`src/rtl/spec_readout_streamer.sv`:
```
// rtl/spec_readout_streamer.sv - reads accumulated spectra from DPRAM and streams header + words to host
module spec_readout_streamer #(
  parameter int BINS_PER_RANGE   = 1024,
  parameter int MAX_RANGE_BINS   = 16,
  parameter int ADDR_W           = 14,
  parameter int RD_LATENCY       = 1,
  parameter int FIFO_DEPTH       = 4,
  parameter int CLEAR_AFTER_READ = 1
) (
  input  logic              clk_i,
  input  logic              rst_i,
  input  logic              start_i,
  input  logic              abort_i,
  input  logic [4:0]        nof_bins_i,
  input  logic [15:0]       pulse_cnt_i,
  output logic [ADDR_W-1:0] rd_addr_o,
  input  logic [31:0]       rd_data_i,
  output logic              wr_en_o,
  output logic [ADDR_W-1:0] wr_addr_o,
  output logic [31:0]       wr_data_o,
  input  logic              ready_i,
  output logic              valid_o,
  output logic [15:0]       y0_o,
  output logic [15:0]       y0z_o,
  output logic              sof_o,
  output logic              eof_o,
  output logic              busy_o,
  output logic              done_o
);

  localparam int BW = $clog2(BINS_PER_RANGE);
  localparam int RW = ADDR_W - BW;
  localparam int PW = (FIFO_DEPTH > 1) ? $clog2(FIFO_DEPTH) : 1;
  localparam int CW = $clog2(FIFO_DEPTH + 1) + 1;
  localparam int WW = ADDR_W + 1;

  typedef enum logic [1:0] {IDLE, HEADER, STREAM, DRAIN} state_t;
  state_t state_q, state_d;

  logic [4:0]            n_q;
  logic [15:0]           pulse_q;
  logic [RW-1:0]         range_cnt;
  logic [BW-1:0]         bin_cnt;
  logic [WW-1:0]         word_cnt;
  logic [WW-1:0]         last_idx;
  logic [RD_LATENCY-1:0] pipe_v;
  logic [ADDR_W-1:0]     pipe_a [RD_LATENCY];
  logic [31:0]           fifo_mem [FIFO_DEPTH];
  logic [PW-1:0]         wr_ptr, rd_ptr;
  logic [CW-1:0]         fifo_count, in_flight;
  logic [31:0]           out_word;
  logic [4:0]            n_clamped;
  logic                  done_q, issue, room, is_last_addr, flush, push, pop, accept;

  assign n_clamped    = (int'(nof_bins_i) > MAX_RANGE_BINS) ? 5'(MAX_RANGE_BINS) : nof_bins_i;
  assign last_idx     = (WW'(n_q) << BW) - WW'(1);
  assign is_last_addr = (int'(range_cnt) == int'(n_q) - 1) && (&bin_cnt);
  assign room         = (fifo_count + in_flight) < CW'(FIFO_DEPTH);
  assign flush        = abort_i && (state_q != IDLE);
  assign push         = pipe_v[RD_LATENCY-1];
  assign accept       = valid_o && ready_i && !abort_i;
  assign pop          = accept && (state_q == STREAM || state_q == DRAIN);

  assign rd_addr_o = {range_cnt, bin_cnt};
  assign wr_en_o   = (CLEAR_AFTER_READ != 0) && pipe_v[RD_LATENCY-1];
  assign wr_addr_o = pipe_a[RD_LATENCY-1];
  assign wr_data_o = 32'h0;
  assign y0_o      = out_word[15:0];
  assign y0z_o     = out_word[31:16];
  assign busy_o    = (state_q != IDLE);
  assign done_o    = done_q;

  // Reads still travelling through the RAM pipeline count against FIFO space
  always_comb begin
    in_flight = '0;
    for (int i = 0; i < RD_LATENCY; i++) in_flight = in_flight + CW'(pipe_v[i]);
  end

  // State register
  always_ff @(posedge clk_i) begin
    if (rst_i) state_q <= IDLE;
    else       state_q <= state_d;
  end

  // Next state, read issue and output word selection
  always_comb begin
    state_d  = state_q;
    valid_o  = 1'b0;
    sof_o    = 1'b0;
    eof_o    = 1'b0;
    out_word = 32'h0;
    issue    = 1'b0;
    case (state_q)
      IDLE: if (start_i) state_d = HEADER;
      HEADER: begin
        valid_o  = 1'b1;
        sof_o    = 1'b1;
        eof_o    = (n_q == 5'd0);
        out_word = {pulse_q, 11'b0, n_q};
        issue    = (n_q != 5'd0) && room;
        if (ready_i) state_d = (n_q == 5'd0) ? IDLE : STREAM;
      end
      STREAM, DRAIN: begin
        valid_o = (fifo_count != '0);
        if (valid_o) begin
          out_word = fifo_mem[rd_ptr];
          eof_o    = (word_cnt == last_idx);
        end
        if (state_q == STREAM) begin
          issue = room;
          if (room && is_last_addr) state_d = DRAIN;
        end else if (valid_o && eof_o && ready_i) begin
          state_d = IDLE;
        end
      end
      default: state_d = IDLE;
    endcase
    // abort beats any acceptance or issue in the same cycle
    if (abort_i && state_q != IDLE) begin
      state_d = IDLE;
      issue   = 1'b0;
    end
  end

  // Frame parameters, address/word counters, read pipeline and FIFO pointers
  always_ff @(posedge clk_i) begin
    if (rst_i) begin
      n_q        <= '0;
      pulse_q    <= '0;
      range_cnt  <= '0;
      bin_cnt    <= '0;
      word_cnt   <= '0;
      pipe_v     <= '0;
      wr_ptr     <= '0;
      rd_ptr     <= '0;
      fifo_count <= '0;
      done_q     <= 1'b0;
      for (int i = 0; i < RD_LATENCY; i++) pipe_a[i] <= '0;
    end else begin
      done_q    <= accept && eof_o;
      pipe_v[0] <= issue;
      pipe_a[0] <= rd_addr_o;
      for (int i = 1; i < RD_LATENCY; i++) begin
        pipe_v[i] <= pipe_v[i-1];
        pipe_a[i] <= pipe_a[i-1];
      end
      if (state_q == IDLE && start_i) begin
        n_q       <= n_clamped;
        pulse_q   <= pulse_cnt_i;
        range_cnt <= '0;
        bin_cnt   <= '0;
        word_cnt  <= '0;
      end else begin
        if (issue) begin
          bin_cnt <= bin_cnt + BW'(1);
          if (&bin_cnt) range_cnt <= range_cnt + RW'(1);
        end
        if (pop) word_cnt <= word_cnt + WW'(1);
      end
      if (flush) begin
        pipe_v     <= '0;
        wr_ptr     <= '0;
        rd_ptr     <= '0;
        fifo_count <= '0;
      end else begin
        if (push) wr_ptr <= (wr_ptr == PW'(FIFO_DEPTH - 1)) ? '0 : wr_ptr + PW'(1);
        if (pop)  rd_ptr <= (rd_ptr == PW'(FIFO_DEPTH - 1)) ? '0 : rd_ptr + PW'(1);
        fifo_count <= fifo_count + CW'(push) - CW'(pop);
      end
    end
  end

  // FIFO storage; returned data lands here exactly when its pipeline slot matures
  always_ff @(posedge clk_i) begin
    if (push && !flush) fifo_mem[wr_ptr] <= rd_data_i;
  end

endmodule

```
`config.mk`:
```
export PLATFORM = sky130hd
export DESIGN_NAME = spec_readout_streamer
export DESIGN_NICKNAME = d
export VERILOG_FILES = /design/src/rtl/spec_readout_streamer.sv
export SDC_FILE = /design/constraint.sdc
export NUM_CORES = 1
export LEC_CHECK = 0
export BUFFER_PORTS_ARGS = -buffer_cell sky130_fd_sc_hd__buf_2
export CORE_UTILIZATION = 30
export CTS_CLUSTER_SIZE = 8
export DETAILED_ROUTE_END_ITERATION = 6
export GPL_TIMING_DRIVEN = 0
export MAX_ROUTING_LAYER = met4
export PLACE_DENSITY = 0.56
export SLEW_MARGIN = 20
export SYNTH_ARGS = -nofsm -noshare
export SYNTH_HDL_FRONTEND = slang
export SYNTH_SLANG_ARGS = --single-unit
```
`constraint.sdc`:
```
create_clock -name clk_i -period 2.01 [get_ports clk_i]
set_clock_uncertainty 0.2 [all_clocks]
set_input_delay 0.1005 -clock clk_i [delete_from_list [all_inputs] [get_ports clk_i]]
set_output_delay 0.1005 -clock clk_i [all_outputs]
set_load 0.01 [all_outputs]
```
# After elaboration in Yosys (flattened, before gate mapping)
# Memory sizes are Yosys's and may differ from the RTL's. A register that Yosys moved wholly into a read port is not among the register bits.
# Cells that the tools add are included.
# totals
latchBits	0
output_inout_bits	98
mem_bits_rw	142
regBits	62
romBits	0
n_memories	2
# memory_table
memory	words	width	read_ports	rd_ports_with_merged_regs	write_ports	line	rtl
fifo_mem	4	32	1	1	1	48	logic [31:0] fifo_mem [FIFO_DEPTH];
pipe_a	1	14	1	0	1	47	logic [ADDR_W-1:0] pipe_a [RD_LATENCY];
# classes
muxes	29
mul	0
n_reduce_logical	27
order_cmp	2
n_shift	0
add_sub_neg	9
n_bitwise	0
n_eq_ne	11
div	0
# ops
op	n
$pmux W32 S2	1
$mux W32	1
$mux W2	10
$add A15 B1 Y15 const B	1
$eq A15 B15 Y1	1
$sub A15 B1 Y15 const B	1
$mux W14	1
$reduce_or A14 Y1	1
$logic_and A1 B1 Y1	12
$mux W1	11
$reduce_and A11 Y1	1
$add A10 B1 Y10 const B	1
$reduce_and A10 Y1	1
$eq A2 B2 Y1 const B	4
$eq A5 B6 Y1	1
$ne A3 B3 Y1 const B	2
$pmux W1 S2	3
$pmux W2 S3	1
$reduce_or A2 Y1	3
$sub A5 B1 Y6 const B	1
$gt A5 B5 Y1 const B	1
$logic_not A5 Y1	1
$mux W5	1
$reduce_bool A5 Y1	1
13 further kinds	16

# Logic depth before layout (Yosys ltp)
# Gate-level depths: netlist of the first run.
# logic_depth
ltp_word	9
mapped_depth	11
mapped_depth_nobuf	9

# Worst setup path after synthesis of the first run
# No wires, ideal clock.
# synth_timing
path_type	flip-flop to flip-flop
startpoint	reg pipe_v (netlist: wr_en_o)
endpoint	reg bin_cnt[7]
path_slack_ns	-0.271
arrival_time_ns	2.011
n_path_buf	0
stages_incl_launch_ff	8
path_cell_list	dfxtp_1 -> ha_1 -> ha_1 -> nand2_1 -> o21ai_1 -> nand3_4 -> or4_1 -> a21oi_1
# synth_between
elab_chain_cells	5
# synth_rtl
element	line	rtl
start: declaration	46	logic [RD_LATENCY-1:0] pipe_v;
start signal: indexed assignment	144	pipe_v[i] <= pipe_v[i-1];
$add A4 B1 Y4 *	58	assign room = (fifo_count + in_flight) < CW'(FIFO_DEPTH);
$lt A4 B3 Y1 *	58	
$mux W1 or $logic_and A1 B1 Y1 (tied branches)	109, 100	
$pmux W1 S2 *	93	case (state_q)
$mux W1 *	119	if (abort_i && state_q != IDLE) begin
end signal: assignment	155	bin_cnt <= bin_cnt + BW'(1);
end: declaration	43	logic [BW-1:0] bin_cnt;
# Mark *: on every way between the ends. The rest lies on a longest branch, timed or not.
# A chain may end at the register's enable or synchronous reset.

# Worst setup path in the final report of the first run
# layout_timing
startpoint	reg n_q[0]
endpoint	out eof_o
# layout_between
elab_chain_cells	5
# layout_rtl
element	line	rtl
start: declaration	40	logic [4:0] n_q;
start signal: assignment	148	n_q <= n_clamped;
$sub A15 B1 Y15	56	assign last_idx = (WW'(n_q) << BW) - WW'(1);
$eq A15 B15 Y1	107	eof_o = (word_cnt == last_idx);
$mux W1	105	if (valid_o) begin
$mux W1	93	
$pmux W1 S2 *	93	
end: declaration	26	output logic eof_o,
# Mark *: on every way between the ends. The rest lies on a longest branch, timed or not. The select of a mux whose other input is x is not followed.

==> impl_metrics.ini, run 1 <==
[outcome]
status = complete, but fails checks
violations = negative setup slack

[placement]
port_buffers = 123
placed_cells = 1135
globalplace.congestion = 0.805
dp_hpwl_um = 13300

[synth]
syn-mean-instance-area_um2 = 14.1
ys_types = 55
synth_flop_cell = edfxtp_1
synth.top_cell.area_share = 0.451
synth.most_common_cell = edfxtp_1
ys_seq_elements = 206
yosysTopAreaCell = edfxtp_1
ys_top_cells_by_count = edfxtp_1 (128), dfxtp_1 (78), a22o_1 (40)
syn_inst = 603
synth_edf_count = 128
synth_area_leaders = edfxtp_1 (45%), dfxtp_1 (18%), mux4_2 (8.5%), a22o_1 (4.1%), buf_4 (2.9%)
ys_seq_area_frac = 0.634
synthArstFlopShare = 0
netlist_area_um2 = 8530
ys_warn_count = 0

[layout]
fin_util = 0.443
n_fill_cell = 2502
diodes = 0
area_growth_pct = 44.8
drive_gt1_frac = 0.404
num-nets-final = 963
final_cells = 1289

[global_route]
grt_pass1_vias = 5909
grt_pass1_wl_um = 33800
antenna_found_initial = 0
grt_max_degree = 17
gr-total-overflow = 0
grt.total_usage = 0.159

[die]
core.rowCount = 61
core-area_um2 = 27900
initial_core_util = 0.306
die_x_um = 171
io_pins = 156
die_y_um = 171
die-area_um2 = 29100

[pwr]
power_frac_seq = 0.469
internal-power_mw = 7.58
power_mw = 9.75
switchingPower_mw = 2.17
swShare = 0.222
p_per_area_nw_per_um2 = 789
p_comb_frac = 0.076
clockPowerShare = 0.456
peakVddDrop_uv = 606
p_leak_nw = 4.66

[sta]
max_slew_margin = 0.606
fin_ws_ns = -0.391
tightest_slew_ns = 0.591
hold_viol = 0
grt_setup_unrepaired = yes
fin_crit_ns = 2.40
fmax_ghz = 0.416
finalMaxSlewViolations = 0
setup_violations = 54
post-route-period-util = 1.19

[drt]
top_layer = met4
vias = 5989
met2_wirelength_um = 11200
wl_per_cell_um = 17.6
initialDrtViolationCount = 252
drcViolationCount = 0
viasPerCell = 4.65
firstDrtPassIters = 4
wirelength_um = 22700
final_antenna_net_count = 0
route.met3.wl_um = 1280
wl_met1_um = 9790

[clock_network]
cts_sinks = 206
cts_tree = built
root_buffer = clkbuf_16
worstSkewPairLatency_ns = 0.55
htree_num_levels = 1
clockBufferDepth = 3
cts_buffers = 29
clk_pin_slew_ns = 0.06

[setup_path]
cp-startpoint = n_q[0]$_SDFFE_PP0P_
path_class = register to output port
critPathArrivalTime_ns = 2.10
cp_max_fo = 4
cp-start-kind = register
r2r_start = fifo_count[1]$_SDFF_PP0_
worst_setup_path_end_kind = output port
critPathRequiredTime_ns = 1.71

[worst_hold_path]
hold_start = pulse_cnt_i[6]
min_path_type = input port to register

[job]
max_cap_viol_count = 0
-- layout by cell type, fill, tap and decap left out, types with 11 or more instances in the layout --
cell,n
a21oi_1,11
a22o_1,40
and2_4,12
buf_2,106
buf_4,62
buf_6,34
clkbuf_1,23
clkbuf_16,32
conb_1,32
dfxtp_1,68
dlygate4sd3_1,58
edfxtp_1,128
mux4_2,32
nand2_1,23
nand3_1,12
nor2_1,32
nor2b_1,15
xnor2_1,11
xor2_1,15
-- final timing paths --
| check | to | slack (ns) | cells after the start |
|---|---|---|---|
| worst min register to register | pulse_q[6]$_SDFFE_PP0P_ | 0.28 | 1 |
| worst max-delay path | eof_o | -0.39 | 6 |
| worst min-delay path | pulse_q[6]$_SDFFE_PP0P_ | 0.09 | 3 |
| worst max register to register | fifo_count[3]$_SDFF_PP0_ | -0.25 | 11 |
-- cells by family after synthesis --
| group | synth area share |
|---|---|
| simple gates | 0.0984 |
| other cells | 0.000440 |
| fa+ha+maj | 0.0191 |
| buf+inv | 0.0487 |
| mux | 0.0892 |
| compound gates | 0.0826 |
| flops | 0.634 |
| xor+xnor | 0.0277 |
-- worst max-delay path: stages, from the launching register on --
cell	delay, ns
dfxtp_4	0.36
or3_4	0.39
mux2i_2	0.17
nor4_4	0.29
nand3_2	0.15
nand2_2	0.10
buf_6	0.10
-- metrics by stage --
step                setup slack [ns]  area [µm²]  TNS (ns)  hold WS [ns]
floorplan                    -0.0492        8710    -0.164     -0.000631
global placement              -0.525        9800    -62.10         0.110
detailed placement            -0.520        9800    -62.39         0.114
CTS                           -0.453       12100    -14.49        0.0663
global route                  -0.521       12400    -16.82        0.0881
finish                        -0.391       12400    -12.84        0.0925
-- area by class of cell --
cell class	count	area [µm²]	share of cell area
plain buffers	57	500	0.0405
multi-input cells	360	3260	0.264
repair buffers	227	1810	0.147
inverters	11	48.8	0.00395
flip-flops and latches	206	5440	0.440
well taps	378	473	0.0383
clock buffers	49	801	0.0648
clock inverters	1	20.0	0.00162
-- state kept, by name (all words and copies together) (netlist names), named ones only --
register / count
range_cnt: 4
pipe_a: 14
n_q: 5
rd_ptr: 2
bin_cnt: 10
fifo_count: 4
wr_ptr: 2
done_o: 1
pulse_q: 16
wr_en_o: 1
word_cnt: 15
fifo_mem: 128
state_q: 1
-- timing repair --
item                                    CTS  global route
pin swaps                                36            29
endpoints found under the hold margin   172             0
endpoints found under the setup margin  206            77
setup buffers                            27            17
cloned                                    8             3
resized for setup                       145            46
hold buffers                             58             0
-- routing by layer --
layer	track usage	up-vias
met1	0.193	2946
li1	-	2814
met3	0.0303	40
met4	0.0364	0
met2	0.272	189
met5	-	-
-- power groups by stage --
stage / logic [mW] / registers [mW] / clock network (mW)
floorplan: 0.315 / 4.65 / 0
global placement: 0.516 / 4.66 / 0
detailed placement: 0.521 / 4.66 / 0
CTS: 0.718 / 4.57 / 4.54
global route: 0.799 / 4.57 / 4.72
finish: 0.737 / 4.57 / 4.44
Note: power is estimated with default switching activity, not from simulation.
==> inputs of run 2 (changes only) <==
--- a/config.mk
+++ b/config.mk
@@ -11,7 +11,7 @@
 export DETAILED_ROUTE_END_ITERATION = 6
 export GPL_TIMING_DRIVEN = 0
 export MAX_ROUTING_LAYER = met4
-export PLACE_DENSITY = 0.56
+export PLACE_DENSITY_LB_ADDON = 0.05
 export SLEW_MARGIN = 20
 export SYNTH_ARGS = -nofsm -noshare
 export SYNTH_HDL_FRONTEND = slang
==> impl_metrics.ini, run 2 (synthesis gave the netlist of run 1 again) <==
[clock_network]
root_buffer = clkbuf_16
clockBufferDepth = 3
cts_buffers = 29
htree_num_levels = 1
worstSkewPairLatency_ns = 0.55
clk_pin_slew_ns = 0.06
cts_tree = built
cts_sinks = 206

[drt]
wl_per_cell_um = 18.8
firstDrtPassIters = 4
final_antenna_net_count = 0
vias = 5965
initialDrtViolationCount = 276
viasPerCell = 4.62
wirelength_um = 24300
drcViolationCount = 0

[sta]
hold_viol = 0
holdWs_ns = 0.0318
max_slew_margin = 0.569
fin_ws_ns = -0.357
finalMaxSlewViolations = 0
setup_violations = 51
tightest_slew_ns = 0.641
fmax_ghz = 0.422
grt_setup_unrepaired = yes
post-route-period-util = 1.18
fin_crit_ns = 2.37

[layout]
n_fill_cell = 2550
regArea_um2 = 5440
largest_reg_flops = 128
reg_top3 = fifo_mem (128), pulse_q (16), word_cnt (15)
layout.cells.most_common_list = edfxtp_1 (128), buf_2 (107), dfxtp_1 (65)
final_cells = 1290
multi_input_area_um2 = 3310
regMostFlops = fifo_mem
num-nets-final = 963
area_growth_pct = 45.5
final_common_cell = edfxtp_1
drive_gt1_frac = 0.417

[global_route]
gr-usage-met2 = 0.286
gr-total-overflow = 0
grt_pass1_wl_um = 36000
antenna_found_initial = 1
grt_util_met3 = 0.0319
grt.total_usage = 0.172
grt_max_degree = 17
grt_use_met1 = 0.210
grt_pass1_vias = 6160
grt-busiest-layer = met2

[placement]
dp_hpwl_um = 14500
port_buffers = 123
placed_cells = 1135
globalplace.congestion = 0.775

[pwr]
power_mw = 9.79
p_per_area_nw_per_um2 = 789
p_leak_nw = 4.65
peakVddDrop_uv = 653

[outcome]
status = complete, but fails checks
violations = negative setup slack

[setup_path]
cp_max_fo = 3
cp-startpoint = n_q[1]$_SDFFE_PP0P_
rrSetupSlack_ns = -0.23
ff2ff_path_depth = 11
r2r_start = fifo_count[3]$_SDFF_PP0_
critPathArrivalTime_ns = 2.07
critPathRequiredTime_ns = 1.71
cp-start-kind = register
path_class = register to output port
worst_setup_path_end_kind = output port
r2r-end = fifo_count[3]$_SDFF_PP0_

[job]
max_cap_viol_count = 0

[die]
io_pins = 156
die_y_um = 171
die-area_um2 = 29100
core-area_um2 = 27900
initial_core_util = 0.306
die_x_um = 171
core.rowCount = 61

[worst_hold_path]
min_path_type = input port to register
hold_path_depth = 6
hold_start = abort_i
whs_endpoint = bin_cnt[2]$_SDFFE_PP0N_
## run 2: cell count changes in the layout (fill, tap and decap cells not counted), sizes merged
| cell | delta |
|---|---|
| diode | +1 |
| buf | -1 |
| clkbuf | +1 |
## run 2: layout make-up
class,instances,area share
clock buffer,49,0.0645
antenna,1,0.000202
clock inverter,1,0.00161
multi-input combinational,360,0.266
inverter,11,0.00393
sequential,206,0.438
timing repair buffer,226,0.143
tap,378,0.0381
buffer,58,0.0444
## run 2: worst max-delay path by stage
stage | depth (start not counted) | end
6_report | 6 | eof_o
5_1_grt | 6 | eof_o
4_1_cts | 8 | eof_o
3_5_place_dp | 6 | pulse_q[6]$_SDFFE_PP0P_
3_3_place_gp | 6 | pulse_q[9]$_SDFFE_PP0P_
2_1_floorplan | 7 | bin_cnt[7]$_SDFFE_PP0N_
## run 2: timing repair
action                                  in CTS  in global routing
gates cloned                                10                  1
endpoints found under the setup margin     209                 68
hold endpoints to repair                   176                  1
hold buffers                                57                  1
resized for setup                          150                 47
setup buffers                               30                 12
pin swaps                                   41                 21
## run 2: critical path, stage by stage (launching register included)
cell     delay, ns
dfxtp_2       0.33
or3_4         0.40
mux2i_2       0.17
nor4_4        0.27
nand3_2       0.15
nand2_2       0.10
buf_6         0.10
## run 2: power breakdown
group,internal [mW],leakage (nW),switching [mW]
Sequential,4.54,1.79,0.0326
Clock,2.67,0.391,1.77
Combinational,0.388,2.47,0.381
## run 2: layer usage
metal | part of all wire | wire (µm)
met1 | 0.43 | 10500
met2 | 0.48 | 11600
met3 | 0.055 | 1330
met4 | 0.035 | 854
met5 | 0 | 0
## run 2: through the flow
step	setup slack, ns	TNS, ns	util	area [µm²]
floorplan	-0.0492	-0.164	-	8710
global placement	-0.589	-81.72	0.352	9800
detailed placement	-0.620	-83.88	0.352	9800
CTS	-0.459	-14.17	0.437	12200
global route	-0.456	-16.20	0.445	12400
finish	-0.357	-11.77	0.445	12400
